### src/rtl/lod_normalizer_pipe_pkg.sv
// Shared types and helpers for the leading-one normaliser pipeline.
// Optional build macro used by the block: LOD_NORM_ZERO_MODE_EN.
package lod_norm_pkg;

  // Cycles from input acceptance to the result appearing on the output
  localparam int LOD_NORM_LATENCY = 2;

  // Upper bounds that size the stage-1 payload struct
  localparam int LOD_NORM_MAX_W     = 64;
  localparam int LOD_NORM_MAX_POS_W = 6;
  localparam int LOD_NORM_MAX_TAG_W = 64;

  // Width needed to hold a bit index (and a shift amount) for a word of 'width' bits
  function automatic int lod_pos_w(input int width);
    return (width < 2) ? 1 : $clog2(width);
  endfunction

  // Stage-1 payload, sized for the largest legal configuration; narrower
  // instances use the low bits of each field and keep the rest at zero.
  typedef struct packed {
    logic [LOD_NORM_MAX_W-1:0]     data;
    logic [LOD_NORM_MAX_TAG_W-1:0] tag;
    logic [LOD_NORM_MAX_POS_W-1:0] pos;
    logic                          zero;
    logic                          mode;
  } lod_s1_t;

endpackage

### src/rtl/lod_normalizer_pipe_if.sv
// Handshake/data bundle for lod_normalizer_pipe.
// With LOD_NORM_ZERO_MODE_EN defined the bundle also carries in_mode/out_mode.
//
// Valid/ready contract (both sides): a word moves when valid && ready are both
// high at a rising clock edge; a source holding valid high keeps its payload
// stable until that edge, and ready may depend combinationally on the far side.
interface lod_normalizer_pipe_if
  import lod_norm_pkg::*;
#(
  parameter int WIDTH = 24,
  parameter int TAG_W = 4
);
  localparam int POS_W = lod_pos_w(WIDTH);

  logic             in_valid;
  logic             in_ready;
  logic [WIDTH-1:0] in_data;
  logic [TAG_W-1:0] in_tag;
  logic             out_valid;
  logic             out_ready;
  logic [WIDTH-1:0] out_data;
  logic [POS_W-1:0] out_shift;
  logic [POS_W-1:0] out_pos;
  logic             out_zero;
  logic [TAG_W-1:0] out_tag;

`ifdef LOD_NORM_ZERO_MODE_EN
  logic             in_mode;
  logic             out_mode;

  // Environment side: feeds words in and accepts results
  modport master (
    output in_valid, in_data, in_tag, in_mode, out_ready,
    input  in_ready, out_valid, out_data, out_shift, out_pos, out_zero, out_tag, out_mode
  );

  // Block side
  modport slave (
    input  in_valid, in_data, in_tag, in_mode, out_ready,
    output in_ready, out_valid, out_data, out_shift, out_pos, out_zero, out_tag, out_mode
  );
`else
  // Environment side: feeds words in and accepts results
  modport master (
    output in_valid, in_data, in_tag, out_ready,
    input  in_ready, out_valid, out_data, out_shift, out_pos, out_zero, out_tag
  );

  // Block side
  modport slave (
    input  in_valid, in_data, in_tag, out_ready,
    output in_ready, out_valid, out_data, out_shift, out_pos, out_zero, out_tag
  );
`endif

endinterface

### src/rtl/lod_normalizer_pipe_priority_tree.sv
// Combinational leading-one position finder built as a log2-depth tree.
// Each node merges two children: the higher child wins whenever it holds a
// set bit, otherwise the lower child's index is forwarded. An all-zero word
// falls through to index 0 with zero asserted.
module lod_priority_tree
  import lod_norm_pkg::*;
#(
  parameter  int WIDTH = 24,
  localparam int POS_W = lod_pos_w(WIDTH)
) (
  input  logic [WIDTH-1:0] data,
  output logic [POS_W-1:0] pos,
  output logic             zero
);

  // Leaves padded up to a power of two; padding leaves never hold a one
  localparam int LEAVES = 1 << POS_W;

  logic             lvl_v [POS_W+1][LEAVES];
  logic [POS_W-1:0] lvl_i [POS_W+1][LEAVES];

  // Build the leaf level, then merge pairs level by level up to the root
  always_comb begin
    for (int l = 0; l <= POS_W; l++) begin
      for (int n = 0; n < LEAVES; n++) begin
        lvl_v[l][n] = 1'b0;
        lvl_i[l][n] = '0;
      end
    end
    for (int n = 0; n < LEAVES; n++) begin
      lvl_i[0][n] = POS_W'(n);
    end
    for (int n = 0; n < WIDTH; n++) begin
      lvl_v[0][n] = data[n];
    end
    for (int l = 0; l < POS_W; l++) begin
      for (int n = 0; n < (LEAVES >> (l + 1)); n++) begin
        lvl_v[l+1][n] = lvl_v[l][2*n+1] | lvl_v[l][2*n];
        lvl_i[l+1][n] = lvl_v[l][2*n+1] ? lvl_i[l][2*n+1] : lvl_i[l][2*n];
      end
    end
  end

  assign pos  = lvl_i[POS_W][0];
  assign zero = ~lvl_v[POS_W][0];

endmodule

### src/rtl/lod_normalizer_pipe.sv
// Two-stage leading-one detector and left normaliser.
// Stage 1 registers the word with its leading-one position and zero flag;
// stage 2 registers the word shifted so that bit lands on the MSB.
// Build macro LOD_NORM_ZERO_MODE_EN adds in_mode/out_mode: with in_mode=1 the
// leading zero is located instead and vacated low bits fill with ones.
module lod_normalizer_pipe
  import lod_norm_pkg::*;
#(
  parameter int WIDTH = 24,
  parameter int TAG_W = 4
) (
  input logic                  clk,
  input logic                  rst_n,
  lod_normalizer_pipe_if.slave bus
);

  localparam int POS_W = lod_pos_w(WIDTH);

  if (WIDTH < 2 || WIDTH > LOD_NORM_MAX_W || TAG_W < 1 || TAG_W > LOD_NORM_MAX_TAG_W) begin : g_param_check
    $error("lod_normalizer_pipe: WIDTH must be 2..64 and TAG_W 1..64");
  end

  // Handshake: a stage advances when it is empty or the stage after it is
  // moving. in_ready is combinational from out_ready (no skid buffer), so a
  // stall only backs up to the input once stage 1 is also occupied.
  logic s1_valid;
  logic s2_valid;
  logic s1_adv;
  logic s2_adv;

  assign s2_adv       = !s2_valid || bus.out_ready;
  assign s1_adv       = !s1_valid || s2_adv;
  assign bus.in_ready = s1_adv;

  // ---------------------------------------------------------------- stage 1
  logic             in_mode_w;
  logic [WIDTH-1:0] det_src;
  logic [POS_W-1:0] det_pos;
  logic             det_zero;
  lod_s1_t          s1_d;
  lod_s1_t          s1_q;

`ifdef LOD_NORM_ZERO_MODE_EN
  assign in_mode_w = bus.in_mode;
`else
  assign in_mode_w = 1'b0;
`endif

  // Looking for the leading zero is the same search on the inverted word
  assign det_src = in_mode_w ? ~bus.in_data : bus.in_data;

  lod_priority_tree #(
    .WIDTH (WIDTH)
  ) u_tree (
    .data (det_src),
    .pos  (det_pos),
    .zero (det_zero)
  );

  // Pack the accepted word and its detection result into the stage-1 payload
  always_comb begin
    s1_d                = '0;
    s1_d.data[WIDTH-1:0] = bus.in_data;
    s1_d.tag[TAG_W-1:0]  = bus.in_tag;
    s1_d.pos[POS_W-1:0]  = det_pos;
    s1_d.zero            = det_zero;
    s1_d.mode            = in_mode_w;
  end

  // Stage-1 register: load on advance, keep contents while stalled
  always_ff @(posedge clk or negedge rst_n) begin
    if (!rst_n) begin
      s1_valid <= 1'b0;
      s1_q     <= '0;
    end else if (s1_adv) begin
      s1_valid <= bus.in_valid;
      if (bus.in_valid) begin
        s1_q <= s1_d;
      end
    end
  end

  // ---------------------------------------------------------------- stage 2
  logic [WIDTH-1:0] s1_data;
  logic [TAG_W-1:0] s1_tag;
  logic [POS_W-1:0] s1_pos;
  logic             s1_zero;
  logic             s1_mode;
  logic [POS_W-1:0] shift_amt;
  logic [WIDTH-1:0] shifted;

  assign s1_data = s1_q.data[WIDTH-1:0];
  assign s1_tag  = s1_q.tag[TAG_W-1:0];
  assign s1_pos  = s1_q.pos[POS_W-1:0];
  assign s1_zero = s1_q.zero;
  assign s1_mode = s1_q.mode;

  // Unused upper payload bits of narrow configurations are gathered here
  logic unused_s1_bits;
  assign unused_s1_bits = ^s1_q;

  // Shift so the detected bit reaches the MSB; a word with nothing to find
  // is left unshifted. Leading-zero mode shifts in ones from the bottom.
  always_comb begin
    shift_amt = '0;
    shifted   = '0;
    if (!s1_zero) begin
      shift_amt = POS_W'(WIDTH - 1) - s1_pos;
    end
    if (s1_mode) begin
      shifted = ~((~s1_data) << shift_amt);
    end else begin
      shifted = s1_data << shift_amt;
    end
  end

  logic [WIDTH-1:0] out_data_q;
  logic [POS_W-1:0] out_shift_q;
  logic [POS_W-1:0] out_pos_q;
  logic             out_zero_q;
  logic [TAG_W-1:0] out_tag_q;
  logic             out_mode_q;

  // Stage-2 register: output word holds while the consumer stalls
  always_ff @(posedge clk or negedge rst_n) begin
    if (!rst_n) begin
      s2_valid    <= 1'b0;
      out_data_q  <= '0;
      out_shift_q <= '0;
      out_pos_q   <= '0;
      out_zero_q  <= 1'b0;
      out_tag_q   <= '0;
      out_mode_q  <= 1'b0;
    end else if (s2_adv) begin
      s2_valid <= s1_valid;
      if (s1_valid) begin
        out_data_q  <= shifted;
        out_shift_q <= shift_amt;
        out_pos_q   <= s1_pos;
        out_zero_q  <= s1_zero;
        out_tag_q   <= s1_tag;
        out_mode_q  <= s1_mode;
      end
    end
  end

  assign bus.out_valid = s2_valid;
  assign bus.out_data  = out_data_q;
  assign bus.out_shift = out_shift_q;
  assign bus.out_pos   = out_pos_q;
  assign bus.out_zero  = out_zero_q;
  assign bus.out_tag   = out_tag_q;

`ifdef LOD_NORM_ZERO_MODE_EN
  assign bus.out_mode = out_mode_q;
`else
  logic unused_mode;
  assign unused_mode = out_mode_q;
`endif

endmodule

### src/flat_wrapper.sv
// flat-port wrapper written by rule: the top's interface ports become plain ports
module lod_normalizer_pipe_flat import lod_norm_pkg::*;
#(
  parameter int WIDTH = 24,
  parameter int TAG_W = 4
)
  (clk, rst_n, bus_in_valid, bus_in_data, bus_in_tag, bus_out_ready, bus_in_ready, bus_out_valid, bus_out_data, bus_out_shift, bus_out_pos, bus_out_zero, bus_out_tag);
  lod_normalizer_pipe_if #(.WIDTH(WIDTH), .TAG_W(TAG_W)) bus_i ();
  input logic clk;
  input logic rst_n;
  input wire logic [$bits(bus_i.in_valid)-1:0] bus_in_valid;
  input wire logic [$bits(bus_i.in_data)-1:0] bus_in_data;
  input wire logic [$bits(bus_i.in_tag)-1:0] bus_in_tag;
  input wire logic [$bits(bus_i.out_ready)-1:0] bus_out_ready;
  output wire logic [$bits(bus_i.in_ready)-1:0] bus_in_ready;
  output wire logic [$bits(bus_i.out_valid)-1:0] bus_out_valid;
  output wire logic [$bits(bus_i.out_data)-1:0] bus_out_data;
  output wire logic [$bits(bus_i.out_shift)-1:0] bus_out_shift;
  output wire logic [$bits(bus_i.out_pos)-1:0] bus_out_pos;
  output wire logic [$bits(bus_i.out_zero)-1:0] bus_out_zero;
  output wire logic [$bits(bus_i.out_tag)-1:0] bus_out_tag;
  assign bus_i.in_valid = bus_in_valid;
  assign bus_i.in_data = bus_in_data;
  assign bus_i.in_tag = bus_in_tag;
  assign bus_i.out_ready = bus_out_ready;
  assign bus_in_ready = bus_i.in_ready;
  assign bus_out_valid = bus_i.out_valid;
  assign bus_out_data = bus_i.out_data;
  assign bus_out_shift = bus_i.out_shift;
  assign bus_out_pos = bus_i.out_pos;
  assign bus_out_zero = bus_i.out_zero;
  assign bus_out_tag = bus_i.out_tag;
  lod_normalizer_pipe #(.WIDTH(WIDTH), .TAG_W(TAG_W)) u_core (.clk(clk), .rst_n(rst_n), .bus(bus_i));
endmodule
### config.mk
export PLATFORM = sky130hd
export DESIGN_NAME = lod_normalizer_pipe_flat
export DESIGN_NICKNAME = d
export VERILOG_FILES = /design/src/rtl/lod_normalizer_pipe_pkg.sv /design/src/rtl/lod_normalizer_pipe_if.sv /design/src/rtl/lod_normalizer_pipe_priority_tree.sv /design/src/rtl/lod_normalizer_pipe.sv /design/src/flat_wrapper.sv
export SDC_FILE = /design/constraint.sdc
export NUM_CORES = 1
export LEC_CHECK = 0
export ABC_CLOCK_PERIOD_IN_PS = 2400
export CAP_MARGIN = 20
export CORE_ASPECT_RATIO = 1.5
export CORE_MARGIN = 2
export CORE_UTILIZATION = 49
export CTS_CLUSTER_DIAMETER = 40
export DETAILED_ROUTE_END_ITERATION = 7
export PLACE_DENSITY_LB_ADDON = 0.2
export SLEW_MARGIN = 40
export SYNTH_ARGS = -nofsm -noshare
export SYNTH_HDL_FRONTEND = slang
export SYNTH_SLANG_ARGS = --single-unit
### constraint.sdc
create_clock -name clk -period 2.4 [get_ports clk]
set_input_delay 0.24 -clock clk [delete_from_list [all_inputs] [get_ports clk]]
set_output_delay 0.24 -clock clk [all_outputs]
set_load 0.01 [all_outputs]
Word level (Yosys, flattened, before mapping). Index checks and enable logic that the tools add are counted.

Bits in registers: 75. Bits of input ports: 32. Output and inout port bits: 41.

Add/sub/neg operators: 1. Shift operators: 1. Multiplexer cells: 24. Bitwise operators: 24. Reduce and logical (&&, ||, !) cells: 6.

Operator list (number): << shifter 24 x 5 -> 24 bit (1); OR 1 bit (23); 2-to-1 mux 1 bit (12); 2-to-1 mux 2 bit (6); 2-to-1 mux 5 bit (2); 2-to-1 mux 3 bit (3); subtractor 5 bit, first input constant (1); 2-to-1 mux 4 bit (1); AND reduction 2 bit (2); logical NOT 1 bit (2); logical OR 1 bit (2); NOT 1 bit (1).

Logic depth before layout (Yosys ltp).
Depth in word-level cells: 6. Depth in mapped cells: 8. Depth with buffers taken out: 5.

Modules after synthesis. A second synthesis with hierarchy kept.

Cells, all modules: 398. Area total of the unflattened synthesis: 4340.4 um^2.

By module, submodules not included: lod_normalizer_pipe (times used 1, cells each 358, area each 4087.7 um^2); lod_priority_tree (times used 1, cells each 40, area each 252.7 um^2).

Least setup slack after synthesis. OpenSTA, ideal clock, no wires.

Path kind: register to register. From: register u_core.s1_q, in the netlist u_core.s1_zero. To: register u_core.out_data_q[11], in the netlist u_core.bus.out_data[11]. Setup time: 0.126 ns. Arrival time: 1.706 ns. Required time: 2.274 ns. Setup slack: 0.568 ns. Stages on the path, launching flop included: 6. Path buffers: 2. Cell sequence: dfrtp_1 buf_4 buf_4 nor2_1 mux4_2 a221o_1.

Word-level cells in the longest chain between the ends: 2.

Ends and longest elaborated chain: from (decl) (line lod_normalizer_pipe.sv:41) `lod_s1_t s1_q;`; from (signal assigned) (line lod_normalizer_pipe.sv:74) `s1_q <= '0;`; from (signal assigned) (line lod_normalizer_pipe.sv:78) `s1_q <= s1_d;`; 2-to-1 mux 5 bit (line lod_normalizer_pipe.sv:107) `if (!s1_zero) begin`; << shifter 24 x 5 -> 24 bit (line lod_normalizer_pipe.sv:113) `shifted = s1_data << shift_amt;`; to (signal assigned) (line lod_normalizer_pipe.sv:137) `out_data_q <= shifted;`; to (decl) (line lod_normalizer_pipe.sv:117) `logic [WIDTH-1:0] out_data_q;`.

No other way between the ends. A chain may end at the register's enable or synchronous reset.

Worst setup path after layout.
From: register u_core.s1_q, in the netlist u_core.s1_zero. To: register u_core.out_data_q[16], in the netlist u_core.bus.out_data[16].

Same word-level chain as after synthesis.

==> impl_summary.log <==
INFO  metric setup_total_negative_slack = 0 ns
INFO  metric cp_num_cells = 6
INFO  metric postCtsSetupRepairBufs = 0
INFO  metric timing.critical_path.cells = buf_4 -> o211ai_2 -> nor2b_1 -> buf_4 -> a221oi_2 -> o311ai_1
INFO  metric root_buffer = sky130_fd_sc_hd__clkbuf_16
INFO  metric cp_num_buf_inv = 2
INFO  metric min_period_over_period = 89.1%
INFO  metric drt.antenna.violating_nets = 0
INFO  metric finClkSkew = 0.00722 ns
INFO  metric all_layer_global_routing_usage = 29.5%
INFO  metric route.final.wire_length = 13,500 um
INFO  metric grt_antenna_before_repair = 0
INFO  metric placed_cells = 689
INFO  metric startpoint = u_core.s1_zero
INFO  metric detailed_place_hpwl = 10,700 um
INFO  metric timing.critical_path.slowest_cell_delay = 0.59 ns
INFO  metric final-hold-violation-count = 0
INFO  metric nNetsFinal = 623
INFO  metric yosys-top-cells-area = sky130_fd_sc_hd__dfrtp_1, sky130_fd_sc_hd__nand2_1, sky130_fd_sc_hd__mux2i_1
INFO  metric synthesis.area = 4450 um^2
INFO  metric power-per-cell-area = 800 nW/um^2
INFO  metric min_path_cells = 3
INFO  metric drt_first_iter_violations = 292
INFO  metric ys_seq_area_share = 42.2%
INFO  metric synth_top_area_share = 42.2%
INFO  metric minimum_clock_period = 2.14 ns
INFO  metric total_area_of_multi_input_combinational_cells = 2330 um^2
INFO  metric ctsLongestPathBuffers = 2
INFO  metric drt-vias-per-instance = 5.97
INFO  metric crit_path_top_delay_cell = sky130_fd_sc_hd__dfrtp_1
INFO  metric slew_headroom = 53.3%
INFO  metric detail_route.wl_per_cell = 19.2 um
INFO  metric ys.warnings.count = 0
INFO  metric synth_async_reset_ratio = 100%
INFO  metric cp_common_cell = sky130_fd_sc_hd__buf_4
INFO  metric rr_startpoint = u_core.s1_zero
INFO  metric critPathTopFamily = compound AO/OA/AOI/OAI gates
INFO  metric core_region_area = 8830 um^2
INFO  metric dr_total_vias = 4,215
INFO  metric stdcell_count = 706
INFO  metric min-delay-path-class = in -> reg
INFO  metric antenna_cells_inserted = 0
INFO  metric design.die.area = 9870 um^2
INFO  metric cts_tree = done
INFO  metric number_of_enable_type_register_cells_in_the_synthesized_netlist = 0
INFO  metric final-max-slew-violation-count = 0
INFO  metric synth_cell_type_count = 58
INFO  metric dr.pass1.iters = 5
INFO  metric rsz0062_at_grt = false
INFO  metric crit_type = reg -> reg
INFO  metric critical_path_peak_fanout = 18
INFO  metric synth_top_cell_by_area = sky130_fd_sc_hd__dfrtp_1
INFO  metric synthMostInstantiatedCell = sky130_fd_sc_hd__nand2_1
INFO  metric area.growth.synth_to_final = 27.2%
INFO  metric synth.top_cells.by_count = sky130_fd_sc_hd__nand2_1, sky130_fd_sc_hd__dfrtp_1, sky130_fd_sc_hd__o21ai_0
INFO  metric insertion_delay_of_the_later_clocked_pin_in_the_worst_skew_pair = 0.33 ns
INFO  metric cts_num_sinks = 75
INFO  metric largest_net_degree_at_the_start_of_global_routing = 36
INFO  metric endpoint_kind = flop
INFO  metric chipWidth = 81.8 um
INFO  metric nFillCells = 760
INFO  metric cts_buffer_count = 9
INFO  metric start_util = 50.4%
INFO  metric cp.required = 2.60 ns
INFO  metric globalRouteOverflowTotal = 0
INFO  metric mappedNetlistNets = 547
INFO  metric reg2regPathDepth = 6
INFO  metric port_buffers = 72
INFO  metric globalplace.congestion = 0.951
INFO  metric grt_first_pass_wirelength = 21,700 um
INFO  metric design.portCount = 73
INFO  metric grt_pass1_vias = 4,135
INFO  metric worst_slew_pin_slew = 0.701 ns
INFO  metric max_clock_freq = 468 MHz
INFO  metric power_leakage = 2.51 nW
INFO  metric worst_ep_arrival = 2.34 ns
INFO  metric finalSetupViolations = 0
INFO  metric cp-start-kind = flop
INFO  metric finish.utilization = 64.1%
INFO  metric die_y = 121 um
INFO  metric avgSynthCellArea = 8.63 um^2
INFO  metric layout.area.seq = 1880 um^2
INFO  metric htree_num_levels = 3
INFO  metric remaining_drc_errors = 0
INFO  metric outcome = finished clean
INFO  metric worst_ir_drop_vdd = 417 uV
INFO  metric hold_path_startpoint = bus_in_tag[3]
INFO  metric synthCells = 515
INFO  metric clk_pin_slew_worst_setup_hold_paths = 0.06 ns
INFO  metric floorplan.rows = 42
INFO  metric layout-drive-gt1-share = 11.6%
INFO  metric maxCapViolCount = 0
INFO  metric ys.flop_type = sky130_fd_sc_hd__dfrtp_1
INFO  metric ys_ff_latch = 75
report_power, final:
part	internal, W	switching (W)
combinational	0.000702	0.000709
sequential	0.00148	0.000203
clock	0.000912	0.000518
stage by stage:
step / hold WS, ns / instance area, um^2 / total power [W] / worst slack [ns]
5_1_grt: 0.449 / 5660 / 0.00476 / 0.153
2_1_floorplan: -0.0556 / 4450 / 0.00243 / 0.568
4_1_cts: 0.431 / 5660 / 0.00455 / 0.324
3_5_place_dp: 0.330 / 5330 / 0.00311 / 0.231
3_3_place_gp: 0.327 / 5330 / 0.00309 / 0.239
6_report: 0.441 / 5660 / 0.00453 / 0.261
logic make-up (layout without fill, tap and decap cells):
logic type             after synthesis  in the layout  synth area share, %
AND/OR/NAND/NOR                    231            231                 23.6
AO/OA/AOI/OAI                      127            127                 19.5
flip-flops                          75             75                 42.2
buffers and inverters               45            126                 5.35
multiplexers                        36             36                 9.06
XOR/XNOR                             1              1                0.197
final timing paths:
path | to | slack [ns]
max | u_core.bus.out_data[16] | 0.26
min | u_core.s1_q[11] | 0.44
max reg2reg | u_core.bus.out_data[16] | 0.26
min reg2reg | u_core.bus.out_tag[1] | 0.47
max in group asynchronous | u_core.s1_zero | 1.28
min in group asynchronous | u_core.bus.out_data[7] | 0.49
layout by cell type (no fill, tap or decap), types with 3 or more instances in the layout:
cell type and count:
sky130_fd_sc_hd__buf_4 26, sky130_fd_sc_hd__nor3_1 13, sky130_fd_sc_hd__o21ai_0 31, sky130_fd_sc_hd__or2_2 3
sky130_fd_sc_hd__a22o_1 6, sky130_fd_sc_hd__or3_1 5, sky130_fd_sc_hd__and3_1 3, sky130_fd_sc_hd__o22ai_1 14
sky130_fd_sc_hd__mux2_2 14, sky130_fd_sc_hd__o211ai_1 5, sky130_fd_sc_hd__clkdlybuf4s50_1 71, sky130_fd_sc_hd__a22oi_1 14
sky130_fd_sc_hd__inv_1 9, sky130_fd_sc_hd__nor2_1 21, sky130_fd_sc_hd__a32oi_1 5, sky130_fd_sc_hd__mux2i_1 20
sky130_fd_sc_hd__dfrtp_1 75, sky130_fd_sc_hd__nand3_1 18, sky130_fd_sc_hd__nand2b_1 6, sky130_fd_sc_hd__nand2_1 132
sky130_fd_sc_hd__and2_1 5, sky130_fd_sc_hd__a211oi_1 5, sky130_fd_sc_hd__o21bai_1 5, sky130_fd_sc_hd__a31oi_1 4
sky130_fd_sc_hd__clkbuf_16 9, sky130_fd_sc_hd__a21oi_1 17, sky130_fd_sc_hd__nor2b_1 9, sky130_fd_sc_hd__nor4_1 4
flip-flops by register name (all words and copies together) (netlist names):
| name | count |
|---|---|
| u_core.bus.out_data | 24 |
| u_core.s1_data | 24 |
| u_core.bus.out_pos | 5 |
| u_core.bus.out_shift | 5 |
| u_core.s1_pos | 5 |
| u_core.bus.out_tag | 4 |
| u_core.s1_q | 4 |
| u_core.bus.out_valid | 1 |
| u_core.bus.out_zero | 1 |
| u_core.s1_valid | 1 |
| u_core.s1_zero | 1 |
worst min-delay path, delay by kind of cell:
family	cells	cell delay, ns
and+or+nand+nor	2	0.10
buffers and inverters	1	0.40
layer usage:
metal	global-route usage, %	vias up	wire length (um)
li1	-	2000	-
met1	36.4	2013	5290
met2	49.4	164	7000
met3	4.48	38	659
met4	14.3	0	586
met5	0	-	0
cell type report:
class | instances | share of cell area [%]
sequential | 75 | 33.2
timing repair buffer | 101 | 17.0
clock buffer | 10 | 4.05
multi-input combinational | 395 | 41.2
inverter | 9 | 0.597
clock inverter | 6 | 1.55
tap | 110 | 2.43
repair_timing:
action,CTS,global route
endpoints found under the hold margin,30,0
hold buffers,1,0
endpoints found under the setup margin,0,0
gates resized for setup,0,0
(Power assumes the default switching activity.)
